### src/rtl/core_seq_ctrl_pkg.sv
// core_seq_ctrl_pkg: shared state encodings, bus widths and default reset PC for the NPC sequencer
package core_seq_ctrl_pkg;
  localparam int INST_ADDR_BUS = 32;
  localparam int INST_DATA_BUS = 32;
  localparam logic [INST_ADDR_BUS-1:0] RESET_PC_DEF = 32'h8000_0000;
  typedef enum logic [2:0] {
    CTRL_ST_FETCH  = 3'd0,
    CTRL_ST_DECODE = 3'd1,
    CTRL_ST_EXEC   = 3'd2,
    CTRL_ST_MEM    = 3'd3,
    CTRL_ST_WB     = 3'd4,
    CTRL_ST_HALT   = 3'd5,
    CTRL_ST_TRAP   = 3'd6
  } ctrl_st_e;
endpackage

### src/rtl/core_seq_perf_cnt.sv
// core_seq_perf_cnt: 64-bit cycle and retired-instruction counters for the sequencer
module core_seq_perf_cnt (
  input  logic        clk,
  input  logic        rst,
  input  logic        run,
  input  logic        retire,
  output logic [63:0] cycle_cnt,
  output logic [63:0] instret
);
  always_ff @(posedge clk) begin
    if (!rst) begin
      cycle_cnt <= '0;
      instret   <= '0;
    end else begin
      if (run) cycle_cnt <= cycle_cnt + 64'd1;
      if (retire) instret <= instret + 64'd1;
    end
  end
endmodule

### src/rtl/core_seq_ctrl.sv
// core_seq_ctrl: multi-cycle FETCH/DECODE/EXEC/MEM/WB sequencer owning PC and IR.
// Define CORE_SEQ_PERF_CNT_EN to add cycle_cnt_o/instret_o performance counters.
module core_seq_ctrl
  import core_seq_ctrl_pkg::*;
#(
  parameter logic [INST_ADDR_BUS-1:0] RESET_PC    = RESET_PC_DEF,
  parameter int                       MEM_TIMEOUT = 255
) (
  input  logic                     clk,
  input  logic                     rst,
  output logic                     ifetch_req_o,
  output logic [INST_ADDR_BUS-1:0] ifetch_addr_o,
  input  logic                     ifetch_valid_i,
  input  logic [INST_DATA_BUS-1:0] inst_i,
  output logic [INST_DATA_BUS-1:0] ir_o,
  output logic [INST_ADDR_BUS-1:0] pc_o,
  input  logic                     rmem_ena_i,
  input  logic                     wmem_ena_i,
  input  logic                     wena_i,
  input  logic                     ebreak_i,
  input  logic                     unknown_i,
  input  logic                     jump_i,
  input  logic [INST_ADDR_BUS-1:0] jump_target_i,
  output logic                     dmem_req_o,
  output logic                     dmem_we_o,
  input  logic                     dmem_ack_i,
  output logic                     rf_we_o,
  output logic                     retire_o,
  output logic                     halted_o,
  output logic                     trap_o
`ifdef CORE_SEQ_PERF_CNT_EN
  ,
  output logic [63:0]              cycle_cnt_o,
  output logic [63:0]              instret_o
`endif
);
  ctrl_st_e state, nxt;
  logic [INST_ADDR_BUS-1:0] pc;
  logic [INST_DATA_BUS-1:0] ir;
  logic [7:0] cnt;
  logic tmo_hit;
  assign tmo_hit = cnt == 8'(MEM_TIMEOUT - 1);
  always_comb begin
    nxt = state;
    case (state)
      CTRL_ST_FETCH:  nxt = ifetch_valid_i ? CTRL_ST_DECODE : CTRL_ST_FETCH;
      CTRL_ST_DECODE: nxt = unknown_i ? CTRL_ST_TRAP : ebreak_i ? CTRL_ST_HALT : CTRL_ST_EXEC;
      CTRL_ST_EXEC:   nxt = (jump_i && |jump_target_i[1:0]) ? CTRL_ST_TRAP :
                            (rmem_ena_i || wmem_ena_i) ? CTRL_ST_MEM : CTRL_ST_WB;
      // an ack arriving in the last allowed cycle still completes the access
      CTRL_ST_MEM:    nxt = dmem_ack_i ? CTRL_ST_WB : tmo_hit ? CTRL_ST_TRAP : CTRL_ST_MEM;
      CTRL_ST_WB:     nxt = CTRL_ST_FETCH;
      default:        nxt = state;
    endcase
  end
  always_ff @(posedge clk) begin
    if (!rst) begin
      state <= CTRL_ST_FETCH;
      pc    <= RESET_PC;
      ir    <= '0;
      cnt   <= '0;
    end else begin
      state <= nxt;
      if (state == CTRL_ST_FETCH && ifetch_valid_i) ir <= inst_i;
      if (state == CTRL_ST_EXEC) cnt <= '0;
      else if (state == CTRL_ST_MEM) cnt <= cnt + 8'd1;
      if (state == CTRL_ST_WB) pc <= jump_i ? jump_target_i : pc + 32'd4;
    end
  end
  // fetch is masked while reset is held so every output idles during reset
  assign ifetch_req_o  = rst && state == CTRL_ST_FETCH;
  assign ifetch_addr_o = pc;
  assign pc_o          = pc;
  assign ir_o          = ir;
  assign dmem_req_o    = state == CTRL_ST_MEM;
  assign dmem_we_o     = state == CTRL_ST_MEM && wmem_ena_i;
  assign rf_we_o       = state == CTRL_ST_WB && wena_i;
  assign retire_o      = state == CTRL_ST_WB;
  assign halted_o      = state == CTRL_ST_HALT;
  assign trap_o        = state == CTRL_ST_TRAP;
`ifdef CORE_SEQ_PERF_CNT_EN
  core_seq_perf_cnt u_perf (
    .clk      (clk),
    .rst      (rst),
    .run      (!(halted_o || trap_o)),
    .retire   (retire_o),
    .cycle_cnt(cycle_cnt_o),
    .instret  (instret_o)
  );
`endif
endmodule

### config.mk
export PLATFORM = sky130hd
export DESIGN_NAME = core_seq_ctrl
export DESIGN_NICKNAME = d
export VERILOG_FILES = /design/src/rtl/core_seq_ctrl_pkg.sv /design/src/rtl/core_seq_perf_cnt.sv /design/src/rtl/core_seq_ctrl.sv
export SDC_FILE = /design/constraint.sdc
export NUM_CORES = 1
export LEC_CHECK = 0
export BUFFER_PORTS_ARGS = -buffer_cell sky130_fd_sc_hd__buf_2
export CAP_MARGIN = 25
export CELL_PAD_IN_SITES_DETAIL_PLACEMENT = 0
export CELL_PAD_IN_SITES_GLOBAL_PLACEMENT = 1
export CORE_ASPECT_RATIO = 0.5
export CORE_MARGIN = 10
export CORE_UTILIZATION = 35
export DETAILED_ROUTE_END_ITERATION = 12
export PLACE_DENSITY_LB_ADDON = 0.1
export SKIP_LAST_GASP = 1
export SLEW_MARGIN = 0
export SYNTH_ARGS = -nofsm -noshare
export SYNTH_HDL_FRONTEND = slang
export SYNTH_SLANG_ARGS = --single-unit
export TNS_END_PERCENT = 10
### constraint.sdc
create_clock -name clk -period 4.3 [get_ports clk]
set_input_delay 0.215 -clock clk [delete_from_list [all_inputs] [get_ports clk]]
set_output_delay 0.215 -clock clk [all_outputs]
set_load 0.01 [all_outputs]
==> summary.txt <==
Worst setup path
  – Startpoint Class: flip-flop
  – Worst EP required: 4.09 ns
  – Crit-path max FO: 39
  – CP Class: flip-flop to output port
  – Worst Path Arrival: between 2 and 3 ns
  – Setup crit end kind: output port

Final layout
  – Final-stage net count: 717
  – Layout area overhead: 25.9%
  – Final std cells w/o fill: 790
  – Share of cells above drive strength 1: 0.325

Route
  – WL/cell: 16.3 um
  – First-pass detailed-route iteration total: 4
  – Final antenna-violating net count: 0
  – Remaining DRCs: 0
  – Vias post-DR: 3960
  – Final WL: 12.8 mm
  – Vias/cell: roughly 5
  – Iteration-0 DRC Markers: 255

Clock tree
  – TritonCTS clock tree: built
  – Post-CTS sizing: 0
  – # hold bufs at CTS: 0
  – Clock Path Buffers: 2
  – CTS sink count: 75
  – Worst-Skew Late Latency: 0.33 ns
  – Clk root buf: clkbuf_16
  – CTS clk-pin slew, worst paths: 0.06 ns
  – Total CTS buffers: 9
  – Postcts setup bufs: 0
  – Htree depth: 3

Global route
  – Total GRT Usage: 0.154
  – Initial antenna violation count: 0
  – Largest net degree at the start of global routing: 40
  – GR Overflow Total: 0
  – Vias in the first global route: a little under 4000
  – First-pass GRT wire length: 20.5 mm

Yosys
  – Simple-Gate Fraction of Synth Area: 0.252
  – Netlist Area Pre-Place: 0.00391 sq mm
  – Largest family of logic cells by synthesized area: simple AND/OR/NAND/NOR gates
  – Post-synth EDFFs: 0
  – Post-Synthesis Cells: 517
  – Avg Cell Area, Syn: between 7 and 8 sq um
  – Yosys cell types: 54
  – Adder-cell area share of the yosys netlist: 0.00961
  – Synth Area in XOR/XNOR: 0.0157
  – Async SR Flop Fraction: 0
  – Post-Syn Nets: 594
  – Post-synthesis sequential area ratio: 0.384
  – Synthesis-stage register bit count: 75
  – Compound-cell area share of the yosys netlist: 0.221
  – Yosys Warn Count: 0
  – Ys flop type: dfxtp_1
  – Mux share of post-synthesis cell area: 0.0135

Timing
  – RSZ-0062 raised after global routing: no
  – Tcrit/Tclk final: 0.741
  – Max-slew headroom at the worst pin: 0.304
  – Setup_tns: 0 ns
  – Worst-margin pin slew: 1.04 ns
  – Final critical-path required period: 3.19 ns
  – Endpoints failing setup: 0
  – Fin. max-slew vios: 0
  – Fmax: 0.314 GHz
  – Final Hold Vio Count: 0
  – Clock skew: between 0.004 and 0.005 ns

Power
  – Sw Share: 0.274
  – Pwr/cell area: approximately 370 mW/mm^2
  – P_sw: around 0.49 mW
  – Comb pwr share: 0.153
  – Cell Int Power: 1.30 mW
  – Clk pwr share: 0.419
  – Pleak: 2.27 nW
  – VDD IR-drop max: 0.208 mV
  – Sequential share of power: 0.429

Place
  – PortBufs: 176
  – GP Congestion: 0.754
  – Dpl cells: 774
  – HPWL Detailed: around 9.2 mm

Die
  – Die height: 94.7 um
  – Starting density of the core: 0.357
  – IO Count: 177
  – Core area: approximately 0.011 sq mm
  – FP Rows: 27
  – Die area: 0.0160 sq mm
  – Die width: 169 um

Run status
  – Status: finished, final reports clean

Run
  – Max_cap viols: 0

Hold path
  – Worst min path class: input port to flip-flop
-- per-layer routing --
metal,GRT usage,wire length (um),up-vias
li1,-,-,2037
met1,0.184,5620,1770
met2,0.246,5760,144
met3,0.0804,1380,9
met4,0.0300,89,0
met5,0,0,-
-- cell usage after synthesis (all sizes together) (2+ instances only) --
cell type  instances  share of area
dfxtp             75           0.38
a21oi             70          0.090
a2bb2oi            3         0.0067
a32o               3         0.0077
ha                 3         0.0096
a211oi             2         0.0038
nor4               2         0.0086
nor3b              2         0.0038
nor3               6         0.0077
o21ai             26          0.033
a22o               2         0.0045
nand2             96          0.092
mux2i              3         0.0077
a22oi              2         0.0038
and2               2         0.0032
o2bb2ai            2         0.0045
buf               38          0.069
nand3             19          0.024
mux2               2         0.0058
a21o               6          0.012
inv                4         0.0038
and4               3         0.0067
o221a              3         0.0086
a31oi              9          0.014
nor2              42          0.040
and3              14          0.022
o31ai              3         0.0058
clkbuf            31          0.030
o41ai              3         0.0067
nand4             16          0.027
xor2               6          0.013
-- cell usage in the layout (no fill, tap or decap), types with 2 or more instances in the layout --
master,n
ha_1,3
nor3b_1,2
a211oi_1,2
a21oi_1,70
nand2_1,96
clkinv_2,3
buf_2,176
o31ai_1,3
and3_1,14
nor3_1,5
o21ai_0,26
nand4_1,15
a21o_1,6
mux2i_1,3
xor2_1,6
a31oi_1,9
a32o_1,3
a22oi_1,2
o221a_2,3
buf_4,5
a22o_1,2
and2_1,2
dfxtp_1,75
inv_1,3
o2bb2ai_1,2
a2bb2oi_1,3
o41ai_1,3
nand3_1,19
mux2_2,2
nor2_1,42
clkbuf_16,9
and4_1,3
-- final timing paths --
kind	end	cells past startpoint	from	slack, ns
hold / removal	ir_o[4]	3	inst_i[4]	0.11
setup reg to reg	ifetch_addr_o[14]	4	state[2]	1.37
setup / recovery	rf_we_o	4	state[2]	1.11
hold reg to reg	ir_o[17]	2	ir_o[17]	0.45
-- flip-flops by register name, indices dropped and copies added (netlist names) --
name	flops
cnt	8
ifetch_addr_o	32
ir_o	32
state	3
-- cells by family after synthesis --
family / Yosys count
buf+inv: 74
compound gates: 143
xor+xnor: 7
flops: 75
mux: 5
fa+ha+maj: 3
simple gates: 210
-- power groups by stage --
stage | clock network, mW | logic, mW | registers (mW)
finish | 0.752 | 0.274 | 0.770
global route | 0.811 | 0.312 | 0.776
CTS | 0.774 | 0.281 | 0.770
detailed placement | 0 | 0.280 | 0.785
global placement | 0 | 0.280 | 0.783
floorplan | 0 | 0.158 | 0.791
-- critical path, stage by stage (launching register included) --
cell     delay (ns)
dfxtp_1        0.55
or3b_2         0.83
inv_1          0.90
and2_1         0.22
buf_2          0.13
-- area by class of cell --
type	instances	area, sq um
flip-flops and latches	75	1500
fillers	1166	6030
repair buffers	181	918
clock inverters	5	53.8
inverters	5	18.8
diodes	1	2.50
well taps	145	181
clock buffers	10	239
multi-input cells	368	2000
-- per-stage QoR --
stage | power (mW) | hold slack [ns] | instance area [sq um] | setup slack, ns | util
after floorplan | 0.949 | 0.351 | 3910 | 2.39 | -
after global placement | 1.06 | 0.439 | 4620 | 1.47 | 0.422
after detailed placement | 1.06 | 0.444 | 4620 | 1.44 | 0.422
after CTS | 1.82 | 0.105 | 4920 | 1.14 | 0.449
after global routing | 1.90 | 0.113 | 4920 | 0.933 | 0.449
final | 1.80 | 0.114 | 4920 | 1.11 | 0.449
No activity file was read; power rests on OpenSTA's default activity.
